## src/rtl/arith_pkg.sv

```systemverilog
// Shared arithmetic types: sequencer states and digit-counter sizing.
package arith_pkg;

  typedef enum logic [1:0] {IDLE, RUN, DONE} state_t;

  // Counter must hold 0..WIDTH/BPC inclusive.
  function automatic int cnt_width(input int width, input int bpc);
    return $clog2(width / bpc + 1);
  endfunction

endpackage

```

## src/rtl/fsc_cell.sv

```systemverilog
// One-bit full-subtractor cell: z = x - y - bi, borrow out on bo.
// Purely combinational, no latency, no backpressure.
module fsc_cell (
  input  logic bi,
  input  logic x,
  input  logic y,
  output logic z,
  output logic bo
);

  assign z  = x ^ y ^ bi;
  assign bo = (~x & y) | (~x & bi) | (y & bi);

endmodule

```

## src/rtl/serial_subtractor.sv

```systemverilog
// Digit-serial X - Y - bin, BPC bits per clock; done WIDTH/BPC+1 cycles after start.
// Backpressure: start is taken only while ready; results hold until the next accepted start.
module serial_subtractor
  import arith_pkg::*;
#(
  parameter int WIDTH = 8,
  parameter int BPC   = 1
) (
  input  logic             clk,
  input  logic             rst,
  input  logic             start,
  input  logic             bin,
  input  logic [WIDTH-1:0] x,
  input  logic [WIDTH-1:0] y,
  output logic             ready,
  output logic             busy,
  output logic             done,
  output logic [WIDTH-1:0] diff,
  output logic             bo,
  output logic             zero,
  output logic             ovf
);

  localparam int NDIG  = WIDTH / BPC;
  localparam int CNT_W = cnt_width(WIDTH, BPC);

  if (WIDTH < 2 || BPC < 1 || (WIDTH % BPC) != 0) begin : g_param_check
    $fatal(1, "serial_subtractor: WIDTH must be >= 2 and divisible by BPC");
  end

  state_t           state;
  state_t           state_nxt;
  logic [CNT_W-1:0] cnt;
  logic [WIDTH-1:0] x_sh;
  logic [WIDTH-1:0] y_sh;
  logic [WIDTH-1:0] diff_sh;
  logic [WIDTH-1:0] diff_nxt;
  logic [WIDTH-1:0] z_ext;
  logic [BPC-1:0]   z;
  logic [BPC:0]     b;
  logic             brw_q;
  logic             x_msb;
  logic             y_msb;
  logic             bo_q;
  logic             zero_q;
  logic             ovf_q;
  logic             last_dig;

  // Borrow ripples LSB cell first within the cycle; the FF links digits.
  assign b[0] = brw_q;

  for (genvar i = 0; i < BPC; i++) begin : g_cell
    fsc_cell u_cell (
      .bi (b[i]),
      .x  (x_sh[i]),
      .y  (y_sh[i]),
      .z  (z[i]),
      .bo (b[i+1])
    );
  end

  assign z_ext    = WIDTH'(z);
  assign diff_nxt = (diff_sh >> BPC) | (z_ext << (WIDTH - BPC));
  assign last_dig = (cnt == CNT_W'(NDIG - 1));

  always_ff @(posedge clk) begin
    if (rst) state <= IDLE;
    else     state <= state_nxt;
  end

  always_comb begin
    state_nxt = state;
    case (state)
      IDLE:    if (start) state_nxt = RUN;
      RUN:     if (last_dig) state_nxt = DONE;
      DONE:    state_nxt = start ? RUN : IDLE;
      default: state_nxt = IDLE;
    endcase
  end

  always_comb begin
    ready = (state == IDLE) || (state == DONE);
    busy  = (state == RUN);
    done  = (state == DONE);
  end

  always_ff @(posedge clk) begin
    if (rst) begin
      cnt     <= '0;
      x_sh    <= '0;
      y_sh    <= '0;
      diff_sh <= '0;
      brw_q   <= 1'b0;
      x_msb   <= 1'b0;
      y_msb   <= 1'b0;
      bo_q    <= 1'b0;
      zero_q  <= 1'b0;
      ovf_q   <= 1'b0;
    end else if (state != RUN) begin
      if (start) begin
        x_sh  <= x;
        y_sh  <= y;
        brw_q <= bin;
        cnt   <= '0;
        x_msb <= x[WIDTH-1];
        y_msb <= y[WIDTH-1];
      end
    end else begin
      x_sh    <= x_sh >> BPC;
      y_sh    <= y_sh >> BPC;
      diff_sh <= diff_nxt;
      brw_q   <= b[BPC];
      cnt     <= cnt + 1'b1;
      // Flags are frozen on the final digit so they hold through DONE and IDLE.
      if (last_dig) begin
        bo_q   <= b[BPC];
        zero_q <= (diff_nxt == '0);
        ovf_q  <= (x_msb != y_msb) && (diff_nxt[WIDTH-1] != x_msb);
      end
    end
  end

  assign diff = diff_sh;
  assign bo   = bo_q;
  assign zero = zero_q;
  assign ovf  = ovf_q;

endmodule

```

## config.mk

```make
export PLATFORM = sky130hd
export DESIGN_NAME = serial_subtractor
export DESIGN_NICKNAME = d
export VERILOG_FILES = /design/src/rtl/arith_pkg.sv /design/src/rtl/fsc_cell.sv /design/src/rtl/serial_subtractor.sv
export SDC_FILE = /design/constraint.sdc
export NUM_CORES = 1
export LEC_CHECK = 0
export ABC_AREA = 1
export BUFFER_PORTS_ARGS = -buffer_cell sky130_fd_sc_hd__buf_2
export CAP_MARGIN = 40
export CORE_UTILIZATION = 40
export CTS_BUF_LIST = sky130_fd_sc_hd__clkbuf_8
export CTS_CLUSTER_SIZE = 25
export DETAILED_ROUTE_END_ITERATION = 8
export GPL_TIMING_DRIVEN = 0
export SYNTH_ARGS = -nofsm -noshare
export SYNTH_HDL_FRONTEND = slang
export SYNTH_HIERARCHICAL = 1
export SYNTH_SLANG_ARGS = --single-unit
```

## constraint.sdc

```tcl
create_clock -name clk -period 1.6 [get_ports clk]
set_input_delay 0 -clock clk [delete_from_list [all_inputs] [get_ports clk]]
set_output_delay 0 -clock clk [all_outputs]
set_load 0.005 [all_outputs]
```

## Yosys cells after proc, flatten, opt, wreduce, memory -nomap -nowiden

Index checks and enable logic that the tools add are counted.

- Bits in registers: 36
- Input port bits: 20
- Word-level logic and storage cells: 53

- Add/sub/neg operators: 1
- Equality and inequality tests: 9
- Multiplexer cells: 12
- Bitwise operators: 10
- Reductions and logical operators: 8

Operators by type and width:

| kind | count |
|---|---|
| $mux W7 | 4 |
| $logic_not A8 Y1 | 1 |
| $mux W4 | 2 |
| $or A7 B8 Y8 | 1 |
| $pmux W2 S3 | 1 |
| $reduce_and A2 Y1 | 3 |
| $add A4 B1 Y4 const B | 1 |
| $eq A4 B3 Y1 const B | 1 |
| $mux W2 | 2 |
| $ne A2 B1 Y1 const B | 2 |
| $ne A2 B2 Y1 const B | 2 |
| $and A1 B1 Y1 | 3 |
| $mux W1 | 3 |
| $eq A2 B1 Y1 const B | 1 |
| $eq A2 B2 Y1 const B | 1 |
| $logic_not A2 Y1 | 1 |
| $ne A1 B1 Y1 | 2 |
| $not A1 Y1 | 2 |
| $or A1 B1 Y1 | 2 |
| $reduce_or A2 Y1 | 1 |
| $xor A1 B1 Y1 | 2 |
| $logic_and A1 B1 Y1 | 1 |
| $logic_or A1 B1 Y1 | 1 |

## Depth between registers and ports, before layout

- Depth in word-level cells: 5
- Mapped depth: 8
- Mapped depth without buffers: 8

## Hierarchy

Netlist, hierarchy kept.

By module, submodules not included:

| module | times used | cells each | area each (um2) | seq. area each (um2) |
|---|---|---|---|---|
| serial_subtractor | 1 | 230 | 1,630.3 | 720.7 |
| fsc_cell | 1 | 3 | 27.5 | 0.0 |

## Least setup slack after synthesis

Ideal clock, no wire load.

- Path type: register -> register
- Start point: reg x_sh[0]
- End point: reg zero_q, in the netlist zero
- Library setup time: 0.064 ns
- Data arrival time: 1.216 ns
- Slack: 0.320 ns
- Stages on the path, launching flop included: 9
- Period minus slack after synthesis: 1.280 ns
- Path through: dfxtp_1 -> inv_1 -> fa_1 -> inv_1 -> nor2_1 -> nand2_1 -> nor2_1 -> nor2_1 -> nor2_1

- Longest elaborated chain between the ends: 4

RTL lines:

| what | RTL line | RTL |
|---|---|---|
| from (decl) | serial_subtractor.sv:34 | `logic [WIDTH-1:0] x_sh;` |
| from (signal assigned) | serial_subtractor.sv:109 | `x_sh <= x_sh >> BPC;` |
| $xor A1 B1 Y1 (2 in series) | fsc_cell.sv:11 | `assign z = x ^ y ^ bi;` |
| via z | serial_subtractor.sv:39 | `logic [BPC-1:0] z;` |
| $or A7 B8 Y8 | serial_subtractor.sv:63 | `assign diff_nxt = (diff_sh >> BPC) \| (z_ext << (WIDTH - BPC));` |
| $logic_not A8 Y1 | serial_subtractor.sv:117 | `zero_q <= (diff_nxt == '0);` |
| to (signal assigned) | serial_subtractor.sv:117 |  |
| to (decl) | serial_subtractor.sv:45 | `logic zero_q;` |

The timed path passes the listed nets, and every way through them passes these cells.
A chain may end at the register's enable or synchronous reset.

## Worst setup path after layout

- Start point: reg x_sh[0]
- End point: reg ovf_q, in the netlist ovf

- Longest elaborated chain between the ends: 5

RTL lines:

| what | RTL line | RTL |
|---|---|---|
| $xor A1 B1 Y1 (2 in series) | fsc_cell.sv:11 |  |
| via z | serial_subtractor.sv:39 |  |
| $or A7 B8 Y8 | serial_subtractor.sv:63 |  |
| $ne A1 B1 Y1 | serial_subtractor.sv:118 | `ovf_q <= (x_msb != y_msb) && (diff_nxt[WIDTH-1] != x_msb);` |
| $logic_and A1 B1 Y1 | serial_subtractor.sv:118 |  |
| to (signal assigned) | serial_subtractor.sv:118 |  |
| to (decl) | serial_subtractor.sv:46 | `logic ovf_q;` |

The timed path passes the listed nets, and every way through them passes these cells.

==> results.toml <==
[drt]
drt_iter0_drc = 71
vias = 1511
drcViolationCount = 0
dr.pass1.iters = 4
antenna_left = 0
viasPerCell = 4.62
drt-wirelength-per-cell_um = 11.3
wl_mm = 3.69

[cts]
cts_tree = "done"
post_cts_buffers = 0
cts-buffers-inserted = 5
htreeDepth = 2
insertion_delay_ns = 0.28
cts_buffer_depth = 2
clockRootBuffer = "clkbuf_8"
cts_sinks = 36
clk_pin_slew_ns = 0.07
cts-hold-fix-buffers = 3
cts_resized = 0

[worst_setup_path]
path_class = "reg -> reg"
crit_buf_inv = 2
critPathArrivalTime_ns = 1.61
r2r_start = "x_sh[0]$_SDFFE_PP0P_"
path_cells = "inv_1 -> fa_1 -> inv_1 -> nand3_1 -> o21ai_0 -> nor2_1 -> nor2_1"
cp_max_fo = 4
rrSetupSlack_ns = 0.18
worstPathRequired_ns = 1.79
endpoint_kind = "flip-flop"
cp_num_cells = 7
rr_worst_depth = 7
cp_top_family = "adder cells"
cp_slowest_stage_delay_ns = 0.50
cp_slowest_cell = "fa_1"
r2r_end = "ovf$_SDFFE_PP0P_"
startpoint_type = "flip-flop"

[power]
seqPwrFrac_pct = 45.1
power_density_nw_per_um2 = 1050
power.leakage_uw = 0.00103
peakVddDrop_mv = 0.723
p_int_uw = 1620
clock_power_share_pct = 40.5
switching_share_pct = 24.9
combPwrFrac_pct = 14.4
p_switching_uw = 535

[sta]
period_share_pct = 88.9
rsz0062_at_grt = "no"
timing.hold.ws_ns = 0.0263
fmax_mhz = 703
hold_viol_final = 0
skew_ns = 0.00429
maxSlewHeadroom_pct = 85.5
worstMarginPinSlew_ns = 0.218
min_period_ns = 1.42
slew_violations = 0
fin_tns_setup_ns = 0
setup_viol = 0

[placed_design]
gp_congestion = 0.756
post_dp_cell_area_um2 = 1890
port_buffers = 33
hpwlAfterDp_mm = 2.62

[grt]
grt_pass1_vias = 1347
overflow = 0
grt_pass1_wl_mm = 6.13
antenna_found_initial = 0
grt_max_degree = 12
grt_usage_pct = 18.9

[synth]
synth_edf_count = 0
ys.flop_type = "dfxtp_1"
syn_area_um2 = 1660
yosys.area.top_type = "dfxtp_1"
synth_common_cells = "nand2_1 (57), nand3_1 (48), dfxtp_1 (36)"
yosysMostFrequentCell = "nand2_1"
ys_types = 20
postSynthAreaPerCell_um2 = 7.12
ys_seq_area_share_pct = 43.5
ys_async_sr_fraction_pct = 0
synth.area.top_cells = "dfxtp_1 (43%), nand3_1 (14%), nand2_1 (13%)"
ys_ff_latch = 36
synth.yosys.warnings = 6
syn_inst = 233
synth_fp_nets = 255
netlist.area_leader.share_pct = 43.5

[worst_hold_path]
worstHoldPathCells = 5
hold_path_end = "x_sh[4]$_SDFFE_PP0P_"
hold_path_class = "in -> reg"
min_from = "x[4]"

[flow_run]
cap_violations = 0

[floorplan]
initial_core_util_pct = 41.4
die_height_um = 66.4
core_um2 = 4000
ios = 34
die_x_um = 66.4
rows = 23
die_area_um2 = 4410

[layout]
num_antenna_cells = 0
drive_above_1_share_pct = 22.4
fin_nets = 298
stdcell_area_um2 = 2040
final_util_pct = 51.0
syn2layout_area_growth_pct = 23.2

[run_status]
outcome = "finished, final reports clean"
## worst min-delay path, cell delays in order
cell,delay (ns)
buf_2,0.07
nand3_1,0.06
nand3_1,0.06
nand2_1,0.04
inv_1,0.04
## sequential cells by signal, summed over array words and instances (netlist names)
register,count
diff,8
zero,1
y_msb,1
state,2
x_sh,8
brw_q,1
y_sh,8
x_msb,1
bo,1
cnt,4
ovf,1
## cell type report
type | count | area [um^2]
clock inverters | 1 | 30.0
inverters | 35 | 131
clock buffers | 7 | 96.3
well taps | 50 | 62.6
fillers | 422 | 1960
repair buffers | 36 | 195
multi-input cells | 152 | 728
plain buffers | 10 | 77.6
flip-flops and latches | 36 | 721
## kinds of logic after synthesis
logic type	Yosys count	share of synthesized area, %
AOI/OAI and AO/OA	20	6.72
adders and majority gates	2	1.96
buffers and inverters	45	12.6
DFF	36	43.5
and+or+nand+nor	130	35.2
## layer usage
layer | vias to the layer above | part of all wire [%] | GRT usage, % | routed length (um)
li1 | 816 | - | - | -
met1 | 669 | 49 | 24.9 | 1820
met2 | 24 | 46 | 28.6 | 1700
met3 | 2 | 4.0 | 5.86 | 148
met4 | 0 | 0.84 | 6.91 | 31
met5 | - | 0 | 0 | 0
## cells in the final DEF (no fill, tap or decap), drive strengths merged
| cell type | Yosys | final |
|---|---|---|
| buf | 10 | 43 |
| dlygate4sd3 | 0 | 3 |
| fa | 1 | 1 |
| bufinv | 0 | 1 |
| dfxtp | 36 | 36 |
| a21oi | 6 | 6 |
| o21ai | 8 | 8 |
| o22ai | 6 | 6 |
| nor2 | 22 | 22 |
| nand2 | 59 | 59 |
| nand3 | 49 | 49 |
| clkbuf | 0 | 7 |
| ha | 1 | 1 |
| inv | 35 | 35 |
## through the flow
stage / setup slack (ns) / std cells / power (uW)
6_report: 0.178 / 327 / 2150
5_1_grt: 0.0538 / 327 / 2280
4_1_cts: 0.155 / 327 / 2170
3_5_place_dp: 0.219 / 316 / 1300
3_3_place_gp: 0.207 / 316 / 1300
2_1_floorplan: 0.320 / 233 / 1200
## power by group through the flow
stage | Combinational [uW] | Sequential [uW] | Clock (uW)
2_1_floorplan | 216 | 986 | 0
3_3_place_gp | 305 | 990 | 0
3_5_place_dp | 305 | 991 | 0
4_1_cts | 313 | 970 | 891
5_1_grt | 351 | 976 | 949
6_report | 309 | 971 | 871
## how the worst max path moves through the flow
| stage | from | end |
|---|---|---|
| floorplan | x_sh[0]$_SDFFE_PP0P_ | zero$_SDFFE_PP0P_ |
| global placement | x_sh[0]$_SDFFE_PP0P_ | ovf$_SDFFE_PP0P_ |
| detailed placement | x_sh[0]$_SDFFE_PP0P_ | ovf$_SDFFE_PP0P_ |
| CTS | x_sh[0]$_SDFFE_PP0P_ | ovf$_SDFFE_PP0P_ |
| global route | x_sh[0]$_SDFFE_PP0P_ | ovf$_SDFFE_PP0P_ |
| finish | x_sh[0]$_SDFFE_PP0P_ | ovf$_SDFFE_PP0P_ |
Note: power is estimated with default switching activity, not from simulation.
